File: src/rtl/ddr3_arb_pkg.sv
// Shared types for the two-port DDR3 request arbiter and its refresh scheduler.
package ddr3_arb_pkg;

  localparam int AW_DEF = 26;
  localparam int DW_DEF = 16;

  typedef enum logic [1:0] {
    IDLE  = 2'd0,
    ISSUE = 2'd1,
    WAIT  = 2'd2,
    DONE  = 2'd3
  } state_t;

  typedef enum logic [1:0] {
    G_P0  = 2'd0,
    G_P1  = 2'd1,
    G_REF = 2'd2
  } grant_t;

endpackage

File: src/rtl/ddr3_refresh_sched.sv
// Refresh interval timer and saturating refresh-debt counter.
// A tick that coincides with a completed refresh leaves the debt unchanged.
module ddr3_refresh_sched #(
  parameter int REFRESH_CYCLES = 779,
  parameter int POSTPONE_MAX   = 8,
  parameter int URGENT_LEVEL   = 4
) (
  input  logic       clk,
  input  logic       reset,
  input  logic       i_refresh_done,
  output logic [3:0] o_debt,
  output logic       o_err_overrun,
  output logic       o_urgent,
  output logic       o_pending
);

  localparam int TW = $clog2(REFRESH_CYCLES + 1);
  localparam logic [TW-1:0] LAST_CNT = TW'(REFRESH_CYCLES - 1);
  localparam logic [3:0] DEBT_MAX = 4'(POSTPONE_MAX);
  localparam logic [3:0] DEBT_URG = 4'(URGENT_LEVEL);

  logic [TW-1:0] r_timer;
  logic [3:0]    r_debt;
  logic          r_err_overrun;
  logic          w_tick;

  assign w_tick = (r_timer == LAST_CNT);

  always_ff @(posedge clk or posedge reset) begin
    if (reset) begin
      r_timer       <= '0;
      r_debt        <= 4'd0;
      r_err_overrun <= 1'b0;
    end else begin
      r_timer <= w_tick ? '0 : r_timer + 1'b1;
      if (w_tick && !i_refresh_done) begin
        // At the postponement limit a tick is lost and flagged instead of counted.
        if (r_debt == DEBT_MAX) begin
          r_err_overrun <= 1'b1;
        end else begin
          r_debt <= r_debt + 4'd1;
        end
      end else if (!w_tick && i_refresh_done && (r_debt != 4'd0)) begin
        r_debt <= r_debt - 4'd1;
      end
    end
  end

  assign o_debt        = r_debt;
  assign o_err_overrun = r_err_overrun;
  assign o_urgent      = (r_debt >= DEBT_URG);
  assign o_pending     = (r_debt != 4'd0);

endmodule

File: src/rtl/ddr3_arbiter.sv
// Round-robin arbiter for two requester ports plus refresh, sharing the single
// rd/wr/refresh command interface of ddr3_controller; all outputs registered.
module ddr3_arbiter
  import ddr3_arb_pkg::*;
#(
  parameter int REFRESH_CYCLES = 779,
  parameter int POSTPONE_MAX   = 8,
  parameter int URGENT_LEVEL   = 4,
  parameter int TIMEOUT        = 255,
  parameter int AW             = AW_DEF,
  parameter int DW             = DW_DEF
) (
  input  logic          clk,
  input  logic          reset,
  input  logic          p0_req,
  input  logic          p0_we,
  input  logic [AW-1:0] p0_addr,
  input  logic [DW-1:0] p0_din,
  output logic          p0_ack,
  output logic [DW-1:0] p0_dout,
  input  logic          p1_req,
  input  logic          p1_we,
  input  logic [AW-1:0] p1_addr,
  input  logic [DW-1:0] p1_din,
  output logic          p1_ack,
  output logic [DW-1:0] p1_dout,
  output logic          ddr_rd,
  output logic          ddr_wr,
  output logic          ddr_refresh,
  output logic [AW-1:0] ddr_addr,
  output logic [DW-1:0] ddr_din,
  input  logic [DW-1:0] ddr_dout,
  input  logic          ddr_data_ready,
  input  logic          ddr_busy,
  output logic [3:0]    refresh_debt,
  output logic          err_overrun,
  output logic          err_timeout
);

  localparam int TMW = $clog2(TIMEOUT + 1);
  localparam logic [TMW-1:0] TMO_LIMIT = TMW'(TIMEOUT);

  state_t        r_state, w_state_nxt;
  grant_t        r_grant, w_grant_nxt;
  logic          r_rr;
  logic          r_we;
  logic [AW-1:0] r_addr;
  logic [DW-1:0] r_din;
  logic [TMW-1:0] r_tmo;
  logic          r_got;
  logic          r_ddr_rd, r_ddr_wr, r_ddr_refresh;
  logic          r_p0_ack, r_p1_ack;
  logic [DW-1:0] r_p0_dout, r_p1_dout;
  logic          r_err_timeout;

  logic          w_decide, w_complete, w_timeout, w_enter_done;
  logic          w_urgent, w_pending, w_refresh_done, w_is_read;
  logic          w_sel_p1, w_sel_we;
  logic [AW-1:0] w_sel_addr;
  logic [DW-1:0] w_sel_din;

  ddr3_refresh_sched #(
    .REFRESH_CYCLES(REFRESH_CYCLES),
    .POSTPONE_MAX  (POSTPONE_MAX),
    .URGENT_LEVEL  (URGENT_LEVEL)
  ) u_sched (
    .clk           (clk),
    .reset         (reset),
    .i_refresh_done(w_refresh_done),
    .o_debt        (refresh_debt),
    .o_err_overrun (err_overrun),
    .o_urgent      (w_urgent),
    .o_pending     (w_pending)
  );

  assign w_refresh_done = (r_state == DONE) && (r_grant == G_REF);
  assign w_is_read      = (r_grant != G_REF) && !r_we;
  assign w_enter_done   = (r_state == WAIT) && (w_complete || w_timeout);

  assign w_sel_p1   = (w_grant_nxt == G_P1);
  assign w_sel_we   = w_sel_p1 ? p1_we   : p0_we;
  assign w_sel_addr = w_sel_p1 ? p1_addr : p0_addr;
  assign w_sel_din  = w_sel_p1 ? p1_din  : p0_din;

  always_comb begin
    w_state_nxt = r_state;
    w_grant_nxt = r_grant;
    w_decide    = 1'b0;
    w_complete  = 1'b0;
    w_timeout   = 1'b0;
    case (r_state)
      IDLE: begin
        if (!ddr_busy) begin
          if (w_urgent) begin
            w_decide    = 1'b1;
            w_grant_nxt = G_REF;
          end else if (p0_req && p1_req) begin
            // r_rr remembers the last served port; the other one goes next.
            w_decide    = 1'b1;
            w_grant_nxt = r_rr ? G_P0 : G_P1;
          end else if (p0_req) begin
            w_decide    = 1'b1;
            w_grant_nxt = G_P0;
          end else if (p1_req) begin
            w_decide    = 1'b1;
            w_grant_nxt = G_P1;
          end else if (w_pending) begin
            w_decide    = 1'b1;
            w_grant_nxt = G_REF;
          end
          if (w_decide) begin
            w_state_nxt = ISSUE;
          end
        end
      end
      ISSUE: w_state_nxt = WAIT;
      WAIT: begin
        if (!ddr_busy && (!w_is_read || r_got)) begin
          w_complete  = 1'b1;
          w_state_nxt = DONE;
        end else if (r_tmo == TMO_LIMIT) begin
          w_timeout   = 1'b1;
          w_state_nxt = DONE;
        end
      end
      DONE:    w_state_nxt = IDLE;
      default: w_state_nxt = IDLE;
    endcase
  end

  always_ff @(posedge clk or posedge reset) begin
    if (reset) begin
      r_state       <= IDLE;
      r_grant       <= G_P0;
      r_rr          <= 1'b0;
      r_ddr_rd      <= 1'b0;
      r_ddr_wr      <= 1'b0;
      r_ddr_refresh <= 1'b0;
      r_p0_ack      <= 1'b0;
      r_p1_ack      <= 1'b0;
      r_err_timeout <= 1'b0;
    end else begin
      r_state       <= w_state_nxt;
      r_ddr_rd      <= w_decide && (w_grant_nxt != G_REF) && !w_sel_we;
      r_ddr_wr      <= w_decide && (w_grant_nxt != G_REF) && w_sel_we;
      r_ddr_refresh <= w_decide && (w_grant_nxt == G_REF);
      r_p0_ack      <= w_enter_done && (r_grant == G_P0);
      r_p1_ack      <= w_enter_done && (r_grant == G_P1);
      if (w_timeout) begin
        r_err_timeout <= 1'b1;
      end
      if (w_decide) begin
        r_grant <= w_grant_nxt;
        if (w_grant_nxt != G_REF) begin
          r_rr <= w_sel_p1;
        end
      end
    end
  end

  // Command fields are latched at decision time so requesters may change them after ack.
  always_ff @(posedge clk or posedge reset) begin
    if (reset) begin
      r_we   <= 1'b0;
      r_addr <= '0;
      r_din  <= '0;
    end else if (w_decide && (w_grant_nxt != G_REF)) begin
      r_we   <= w_sel_we;
      r_addr <= w_sel_addr;
      r_din  <= w_sel_din;
    end
  end

  always_ff @(posedge clk or posedge reset) begin
    if (reset) begin
      r_tmo     <= '0;
      r_got     <= 1'b0;
      r_p0_dout <= '0;
      r_p1_dout <= '0;
    end else if (w_decide) begin
      r_tmo <= '0;
      r_got <= 1'b0;
    end else if (r_state == WAIT) begin
      if (!w_timeout) begin
        r_tmo <= r_tmo + 1'b1;
      end
      if (w_is_read && ddr_data_ready && !r_got) begin
        r_got <= 1'b1;
        if (r_grant == G_P1) begin
          r_p1_dout <= ddr_dout;
        end else begin
          r_p0_dout <= ddr_dout;
        end
      end
    end
  end

  assign ddr_rd      = r_ddr_rd;
  assign ddr_wr      = r_ddr_wr;
  assign ddr_refresh = r_ddr_refresh;
  assign ddr_addr    = r_addr;
  assign ddr_din     = r_din;
  assign p0_ack      = r_p0_ack;
  assign p1_ack      = r_p1_ack;
  assign p0_dout     = r_p0_dout;
  assign p1_dout     = r_p1_dout;
  assign err_timeout = r_err_timeout;

endmodule

File: config.mk
export PLATFORM = sky130hd
export DESIGN_NAME = ddr3_arbiter
export DESIGN_NICKNAME = d
export VERILOG_FILES = /design/src/rtl/ddr3_arb_pkg.sv /design/src/rtl/ddr3_refresh_sched.sv /design/src/rtl/ddr3_arbiter.sv
export SDC_FILE = /design/constraint.sdc
export NUM_CORES = 1
export LEC_CHECK = 0
export CAP_MARGIN = 15
export CORE_ASPECT_RATIO = 1.4
export CORE_MARGIN = 5
export CORE_UTILIZATION = 44
export DETAILED_ROUTE_END_ITERATION = 8
export GPL_TIMING_DRIVEN = 0
export PLACE_DENSITY = 0.92
export SYNTH_ARGS = -nofsm -noshare
export SYNTH_HDL_FRONTEND = slang
export SYNTH_HIERARCHICAL = 1
export SYNTH_SLANG_ARGS = --single-unit
File: constraint.sdc
create_clock -name clk -period 3.33 [get_ports clk]
set_input_delay 0.4995 -clock clk [delete_from_list [all_inputs] [get_ports clk]]
set_output_delay 0.4995 -clock clk [all_outputs]
set_load 0.01 [all_outputs]
# Yosys cells after proc, flatten, opt, wreduce, memory -nomap -nowiden
# Index checks and enable logic that the tools add are counted.
# totals
register_bits	110
in_bits	108
out_inout_bits	85
word_cells	122
# op_classes
addsub	4
order_cmp	1
n_eq_ne	17
muxes	40
bitwise	2
n_reduce_logical	39
# op_table
cell	n
two-way mux 26 bit	1
two-way mux 8 bit	3
two-way mux 2 bit	11
two-way mux 1 bit	19
logical AND 1 bit	16
two-way mux 16 bit	1
two-way mux 4 bit	3
adder 10 x 1 -> 10 bit (second input constant)	1
== test 10 bit (second input constant)	1
two-way mux 10 bit	1
inequality test 2 bit (second input constant)	5
AND reduction 2 bit	5
adder 8 x 1 -> 8 bit (second input constant)	1
== test 2 bit (second input constant)	4
== test 8 bit (second input constant)	1
case mux 2 bit (4 select lines)	1
AND reduction 4 bit	2
zero test 1 bit	7
== test 2 x 1 -> 1 bit (second input constant)	3
nonzero test 2 bit	3
adder 4 x 1 -> 4 bit (second input constant)	1
== test 4 bit (second input constant)	1
>= comparator 4 x 3 -> 1 bit (second input constant)	1
zero test 2 bit	2
7 further kinds	9

# Logic depth before layout (Yosys ltp)
# Gate-level depths: netlist of run 1.
# depth
depth_word	12
depth_mapped	11
mapped_depth_nobuf	9

# Modules after synthesis
# The synthesis of run 1 kept the hierarchy.
# modules_own_cells
module	instances	cells_per_inst	area_per_inst_um2	seq_area_each_um2
ddr3_arbiter	1	409	4171.5	2377.3
ddr3_refresh_sched	1	92	922.1	375.4

# Worst setup path after synthesis of run 1
# Ideal clock, no wire load.
# synth_path
path_kind	flip-flop to flip-flop
start	register r_grant[0]
end	register u_sched.r_debt[3], in the netlist u_sched/o_debt[3]
setup_time_ps	87
arrival_time_ps	2243
required_time_ps	3243
path_slack_ps	1000
stages_incl_launch_ff	11
path_buffers	1
synth_period_minus_slack_ps	2330
path_cell_list	dfrtp_1 > nor2b_1 > and2_1 > clkbuf_1 > inv_1 > nand4_1 > ha_1 > a21oi_1 > nand2_1 > o311a_2 > a211oi_2
# synth_between
elab_chain_len	6
word_cells_on_any_way	10
classes_between	2 x eq/ne; 1 x mux; 7 x reduce/logical
# synth_lines
item	line	source
start: declaration	ddr3_arbiter.sv:44	grant_t r_grant, w_grant_nxt;
start signal: assignment	ddr3_arbiter.sv:153	r_grant <= w_grant_nxt;
== test 2 bit (*)	ddr3_arbiter.sv:76	assign w_refresh_done = (r_state == DONE) && (r_grant == G_REF);
logical AND 1 bit (*)	ddr3_arbiter.sv:76	
via w_refresh_done	ddr3_arbiter.sv:57	logic w_urgent, w_pending, w_refresh_done, w_is_read;
zero test 1 bit or logical AND 1 bit (tied branches)	ddr3_refresh_sched.sv:36, ddr3_refresh_sched.sv:43	
logical AND 1 bit, on equally long branches	ddr3_refresh_sched.sv:36, ddr3_refresh_sched.sv:43	
inequality test 2 bit (no source line) or nonzero test 2 bit (tied branches)	-	
AND reduction 2 bit (no source line)	-	
end signal: assignment	ddr3_refresh_sched.sv:41	r_debt <= r_debt + 4'd1;
end signal: assignment	ddr3_refresh_sched.sv:44	r_debt <= r_debt - 4'd1;
end: declaration	ddr3_refresh_sched.sv:23	logic [3:0] r_debt;
# The timed path passes the listed nets; every way through them passes the cells marked *.
# A chain may end at the register's enable or synchronous reset.

# Worst setup path in the final report of run 1
# Ends and elaborated chain as after synthesis.

==> summary.md, run 1 <==
| Metric | Value |
|---|---|
| Starting Density | `between 40% and 50%` |
| Critical path class | `reg2reg` |
| PostCTS Resize Cnt | `0` |
| Period Utilization, post-route | `between 80 and 90%` |
| Floorplan row count | `46` |
| Warnings, synthesis | `6` |
| DIE AREA | `13900 sq um` |
| Register-to-register setup slack | `around 0.5 ns` |
| Fin. Hold Viols | `0` |
| DR WL met3 | `a little over 1000 um` |
| Netlist cell types | `54` |
| Slowest CP cell | `dfrtp_1` |
| Htree depth | `3` |
| Vias per inst | `5.33` |
| Setup TNS | `0 ns` |
| Cell count after synthesis | `around 500` |
| Critical path arrival | `between 3 and 4 ns` |
| IO buf count | `about 190` |
| Vias post-DR | `approximately 4500` |
| CTS tree | `built` |
| Top sig layer | `met4` |
| Max-cap violations | `0` |
| Die Wd | `a little over 100 um` |
| Core area | `between 10000 and 15000 sq um` |
| Layout Utilization | `66.3%` |
| Largest cells by area after synthesis | `dfrtp_1, nand2_1, mux2_2` |
| Largest area contributor in the netlist | `dfrtp_1` |
| Syn avg cell area | `10.2 sq um` |
| Hold Path Stages | `1` |
| CTS Buffer Depth | `2` |
| Top delay family on crit path | `compound AO/OA/AOI/OAI gates` |
| Crit-path max FO | `8` |
| ANT cells | `0` |
| Number of DRC markers in iteration 0 | `191` |
| HP Class | `reg2reg` |
| Detailed-router iteration count before antenna repair | `6` |
| Fillers | `860` |
| Worst clock skew | `0.00775 ns` |
| Worst skew pair latency | `between 0.3 and 0.4 ns` |
| Post-CTS setup buffers | `0` |
| # DRC | `0` |
| Pleak | `approximately 3.3 nW` |
| Wire length on met1 | `5330 um` |
| WL met2 | `~8300 um` |
| Drt wl/cell | `between 15 and 20 um` |
| Initial antenna violation count | `0` |
| Worst Setup EP | `u_sched/o_debt[3]` |
| Setup violators final | `0` |
| Sequential area share after synthesis | `a little over half` |
| CP endpoint kind | `flop` |
| Data required time of the worst path | `~3.6 ns` |
| Nets | `between 800 and 900` |
| Gp weighted congestion | `approximately 0.86` |
| Layout cells sized above 1 | `about 11%` |
| Critical R2R Capture | `u_sched/o_debt[3]` |
| Pins Over Slew Limit | `0` |
| Area growth syn-to-layout | `47.5%` |
| CP startpoint | `r_grant[0]` |
| Syn Nets | `slightly above 600` |
| Async S/R FF share, synth | `100%` |
| Clk sink count | `110` |
| DRT antenna net count | `0` |
| CTS Hold Bufs | `0` |
| Vias in the first global route | `roughly 5000` |
| Total Routing Usage GR | `between 20% and 30%` |
| Post-synth EDFFs | `0` |
| Status | `complete, no violations` |
| Levels on crit path | `10` |
| Top FF cell, synth | `dfrtp_1` |
| Clock root buffer | `clkbuf_16` |
| Critical path's largest stage delay | `about 0.43 ns` |
| Startpoint class of the critical path | `flop` |
| Peak supply drop | `around 380 uV` |
| Largest net degree at the start of global routing | `just under 80` |
| Critical path, cell by cell | `nor2b_1 > and2_1 > clkbuf_1 > inv_1 > nand4_1 > ha_1 > a21oi_1 > nand2_1 > o311a_2 > a211oi_2` |
| Synth top area share | `54.0%` |
| WP buf/inv | `2` |
| GR Overflow Total | `0` |
| Cts bufs inserted | `9` |
| Pin slew with the least headroom to its limit | `0.679 ns` |
| RSZ-0062 raised after global routing | `no` |
| Cell area after synthesis | `between 5000 and 6000 sq um` |
| Io pins | `approximately 190` |
| Final WL | `between 15000 and 20000 um` |
| Die height | `137 um` |
| Reg2reg start | `r_grant[0]` |
| First-pass GRT wire length | `~24000 um` |
| DP HPWL | `12000 um` |
| Clock slew at reported path FFs | `around 0.07 ns` |
| R2r worst-path depth | `10` |
| Pwr/cell area | `roughly 720 nW/um^2` |
| Highest Clock Rate | `between 0.3 and 0.4 GHz` |
| Slew margin rel. | `54.3%` |
| Min Clock Period, post-route | `around 2.8 ns` |
| Yosys reg bits | `110` |
per-layer routing:
layer	track usage (%)	up-vias
met5	0	-
met4	9.02	0
met3	5.32	32
met2	41.4	184
met1	23.1	2204
li1	-	2124
synthesized netlist by cell type (2+ instances only):
master,n
nand4_1,4
nand2b_1,3
nand3_1,10
ha_1,9
nor2b_1,3
nor3b_2,2
o31ai_1,2
inv_1,12
nor3_1,4
xor2_1,6
nor2_1,66
and3_1,7
dfrtp_1,110
clkbuf_1,13
mux2_2,33
a21oi_1,11
a31oi_1,44
xnor2_1,10
nand2_1,100
a22oi_1,2
and2_1,2
nor3_2,2
buf_2,8
o21ai_0,5
mux2i_1,3
buf_6,2
cell families after synthesis:
kind of cell	share of synthesized area, %
AOI/OAI and AO/OA	10.1
and+or+nand+nor	19.2
buffers and inverters	3.44
DFF	54.0
muxes	7.89
xor gates and xnor gates	2.75
adders and majority gates	2.60
power breakdown:
group,internal (mW),switching [mW],leakage [nW]
clock,0.583,0.470,0.139
sequential,1.79,0.291,1.35
combinational,1.21,1.03,1.77
per-stage QoR:
step,instances,power [mW],cell area (sq um),hold WS (ns),worst slack (ns)
floorplan,501,3.09,5090,0.401,0.353
global placement,837,4.23,7200,0.456,-0.928
detailed placement,838,4.37,7230,0.459,0.533
CTS,853,5.44,7510,0.475,0.532
global route,853,5.71,7510,0.501,0.346
finish,853,5.38,7510,0.466,0.506
state kept, by name, summed over array words and instances (netlist names):
signal,count
r_grant,2
ddr_addr,26
p1_dout,16
p1_ack,1
err_timeout,1
r_state,2
p0_ack,1
ddr_din,16
p0_dout,16
r_we,1
u_sched/o_err_overrun,1
r_tmo,8
ddr_rd,1
u_sched/o_debt,4
r_got,1
ddr_wr,1
r_rr,1
u_sched/r_timer,10
ddr_refresh,1
layout by cell type, fill, tap and decap left out, types with 3 or more instances in the layout:
master and instances:
o21ai_0 5, a31oi_1 44, xnor2_1 10, nor2_1 66, xor2_1 6, mux2i_1 3, nand3_1 10, nand2_1 100
mux2_2 33, inv_1 11, clkdlybuf4s50_1 192, nand4_1 4, clkbuf_16 9, dfrtp_1 110, a21oi_1 11, and3_1 7
clkbuf_1 14, nand2b_1 3, nor3_1 4, ha_1 9, nor2b_1 3, buf_2 8
area by class of cell:
class | count | area, sq um | area share (%)
Clock buffer | 10 | 229 | 3.05
Timing Repair Buffer | 193 | 1950 | 25.9
Multi-Input combinational cell | 353 | 2170 | 28.8
Sequential cell | 110 | 2750 | 36.6
Tap cell | 144 | 180 | 2.40
Inverter | 13 | 51.3 | 0.683
Clock inverter | 5 | 60.1 | 0.799
Buffer | 25 | 126 | 1.68
worst min-delay path by stage:
stage / from / endpoint / slack (ns)
6_report: err_timeout / err_timeout / 0.47
5_1_grt: err_timeout / err_timeout / 0.50
4_1_cts: err_timeout / err_timeout / 0.47
3_5_place_dp: err_timeout / err_timeout / 0.46
3_3_place_gp: err_timeout / err_timeout / 0.46
2_1_floorplan: reset / u_sched/o_debt[0] / 0.40
Note: power is estimated with default switching activity, not from simulation.
==> run 2, diff against run 1 <==
==> constraint.sdc (replaced) <==
create_clock -name clk -period 2.7 [get_ports clk]
set_input_delay 0.405 -clock clk [delete_from_list [all_inputs] [get_ports clk]]
set_output_delay 0.405 -clock clk [all_outputs]
set_load 0.01 [all_outputs]
==> run 2 against run 1 <==
Critical path depth down 3. Clock power up 21%. Global-route usage decreased by 0.93 points. Via count shrank 1.1%. Sequential cell count stayed put. Wire length shrank 2.0%. Setup slack worse by 0.37 ns. First-iteration DRC count down 26%. Critical endpoint is now p0_dout[8].
==> summary.md, run 2 (same netlist as run 1, synthesis figures left out) <==
| Metric | Value |
|---|---|
| GR Overflow Total | `0` |
| Starting Density | `between 40% and 50%` |
| Slew margin rel. | `roughly 48%` |
| Min Clock Period, post-route | `2.57 ns` |
| RSZ-0062 raised after global routing | `no` |
| Status | `complete, no violations` |
| Vias per inst | `5.26` |
| Core area | `approximately 11000 sq um` |
| Cts bufs inserted | `9` |
| Pleak | `about 3.3 nW` |
| Critical path class | `reg2reg` |
| Io pins | `193` |
| Setup violators final | `0` |
| Number of DRC markers in iteration 0 | `~140` |
| Worst skew pair latency | `approximately 0.35 ns` |
| CTS Buffer Depth | `2` |
| Vias in the first global route | `roughly 4800` |
| Fin. Hold Viols | `0` |
| CTS Hold Bufs | `0` |
| Die Wd | `about 100 um` |
| Pwr/cell area | `872 nW/um^2` |
| Htree depth | `3` |
| Worst clock skew | `between 0.009 and 0.01 ns` |
| IO buf count | `around 190` |
| Final WL | `about 15000 um` |
| Largest net degree at the start of global routing | `46` |
| Critical path arrival | `about 2.8 ns` |
| Detailed-router iteration count before antenna repair | `4` |
| HP Class | `in2async` |
| Peak supply drop | `between 400 and 500 uV` |
| Pins Over Slew Limit | `0` |
| DP HPWL | `between 10000 and 15000 um` |
| Clk sink count | `110` |
| Reg2reg start | `u_sched/o_debt[0]` |
| Period Utilization, post-route | `~95%` |
| CP startpoint | `u_sched/o_debt[0]` |
| Highest Clock Rate | `about 0.4 GHz` |
| Floorplan row count | `46` |
| Initial antenna violation count | `0` |
| Pwr Total | `~6.6 mW` |
| ANT cells | `0` |
| Area growth syn-to-layout | `48.1%` |
| Pin slew with the least headroom to its limit | `~0.77 ns` |
| Startpoint class of the critical path | `flop` |
| Nets | `a little over 800` |
| DIE AREA | `13900 sq um` |
| Commonest cells after routing, fill and taps aside | `clkdlybuf4s50_1, dfrtp_1, nand2_1, nor2_1, a31oi_1` |
| Layout cells sized above 1 | `around 12%` |
| Clock slew at reported path FFs | `about 0.070 ns` |
| Crit-path max FO | `10` |
| Vias post-DR | `roughly 4500` |
| Hold WS | `0.429 ns` |
| Data required time of the worst path | `2.93 ns` |
| Max reg flops | `26` |
| DRT antenna net count | `0` |
| Max-cap violations | `0` |
| First-pass GRT wire length | `roughly 23000 um` |
| # DRC | `0` |
| CP endpoint kind | `flop` |
| Gp weighted congestion | `about 0.87` |
| Total Routing Usage GR | `about a fifth` |
| Fillers | `about 840` |
| Most common cell after layout, fill and taps aside | `clkdlybuf4s50_1` |
| Drt wl/cell | `17.3 um` |
| Die height | `roughly 140 um` |
| Clock root buffer | `clkbuf_16` |
| CTS tree | `built` |
==> run 2: critical path, stage by stage (launching register included) <==
cell	delay, ns
dfrtp_1	0.47
nor3_4	0.37
nand2_1	0.20
nor4_4	0.27
nor2_4	0.13
nor3b_4	0.43
buf_6	0.23
mux2_2	0.35
==> run 2: where the power goes <==
part	switching (mW)	internal (mW)	total (mW)
registers	0.341	2.21	2.55
logic	1.27	1.49	2.76
clock network	0.627	0.640	1.27
total	2.24	4.34	6.58
==> run 2: worst paths after layout <==
path | endpoint | slack [ns] | depth (start not counted)
worst max-delay path | p0_dout[8] | 0.13 | 7
worst min-delay path | r_tmo[3] | 0.43 | 2
worst max register to register | p0_dout[8] | 0.13 | 7
worst min register to register | err_timeout | 0.47 | 1
max in group asynchronous | p0_dout[5] | 1.74 | 3
min in group clk | err_timeout | 0.47 | 1
==> run 2: cell type report <==
cell class / count / area [sq um] / area share [%]
Sequential cell: 110 / 2750 / 36.5
Inverter: 13 / 52.6 / 0.697
Tap cell: 144 / 180 / 2.39
Clock inverter: 7 / 57.6 / 0.763
Timing Repair Buffer: 194 / 1960 / 26.0
Clock buffer: 9 / 225 / 2.99
Multi-Input combinational cell: 353 / 2190 / 29.1
Buffer: 24 / 123 / 1.63
==> run 2: metal layers <==
metal | part of all wire [%] | track usage, % | routed length, um | vias to the layer above
li1 | - | - | - | 2128
met1 | 37 | 23.2 | 5380 | 2162
met2 | 53 | 37.7 | 7820 | 169
met3 | 6.8 | 4.76 | 996 | 37
met4 | 3.6 | 10.8 | 536 | 0
met5 | 0 | 0 | 0 | -
==> run 2: repair_timing <==
| action | CTS | global route |
|---|---|---|
| gates resized for setup | 0 | 5 |
| endpoints found under the setup margin | 1 | 30 |
| buffers inserted | 0 | 0 |
==> run 2: through the flow <==
step	setup TNS (ns)	std cells	setup WS (ns)	util, %	cell area (sq um)
3_5_place_dp	-0.0100	839	-0.0100	63.8	7240
3_3_place_gp	0	837	0.0444	63.5	7200
4_1_cts	0	854	0.0214	66.3	7520
2_1_floorplan	0	501	0.370	-	5100
6_report	0	854	0.134	66.5	7540
5_1_grt	0	854	0.0354	66.5	7540
==> run 3, diff against run 2 <==
--- a/config.mk
+++ b/config.mk
@@ -9,6 +9,7 @@
 export CORE_ASPECT_RATIO = 1.4
 export CORE_MARGIN = 5
 export CORE_UTILIZATION = 44
+export CTS_CLUSTER_DIAMETER = 50
 export DETAILED_ROUTE_END_ITERATION = 8
 export GPL_TIMING_DRIVEN = 0
 export PLACE_DENSITY = 0.92
==> results of run 3 <==
No change in the layout: final DEF, timing and power equal those of run 2.
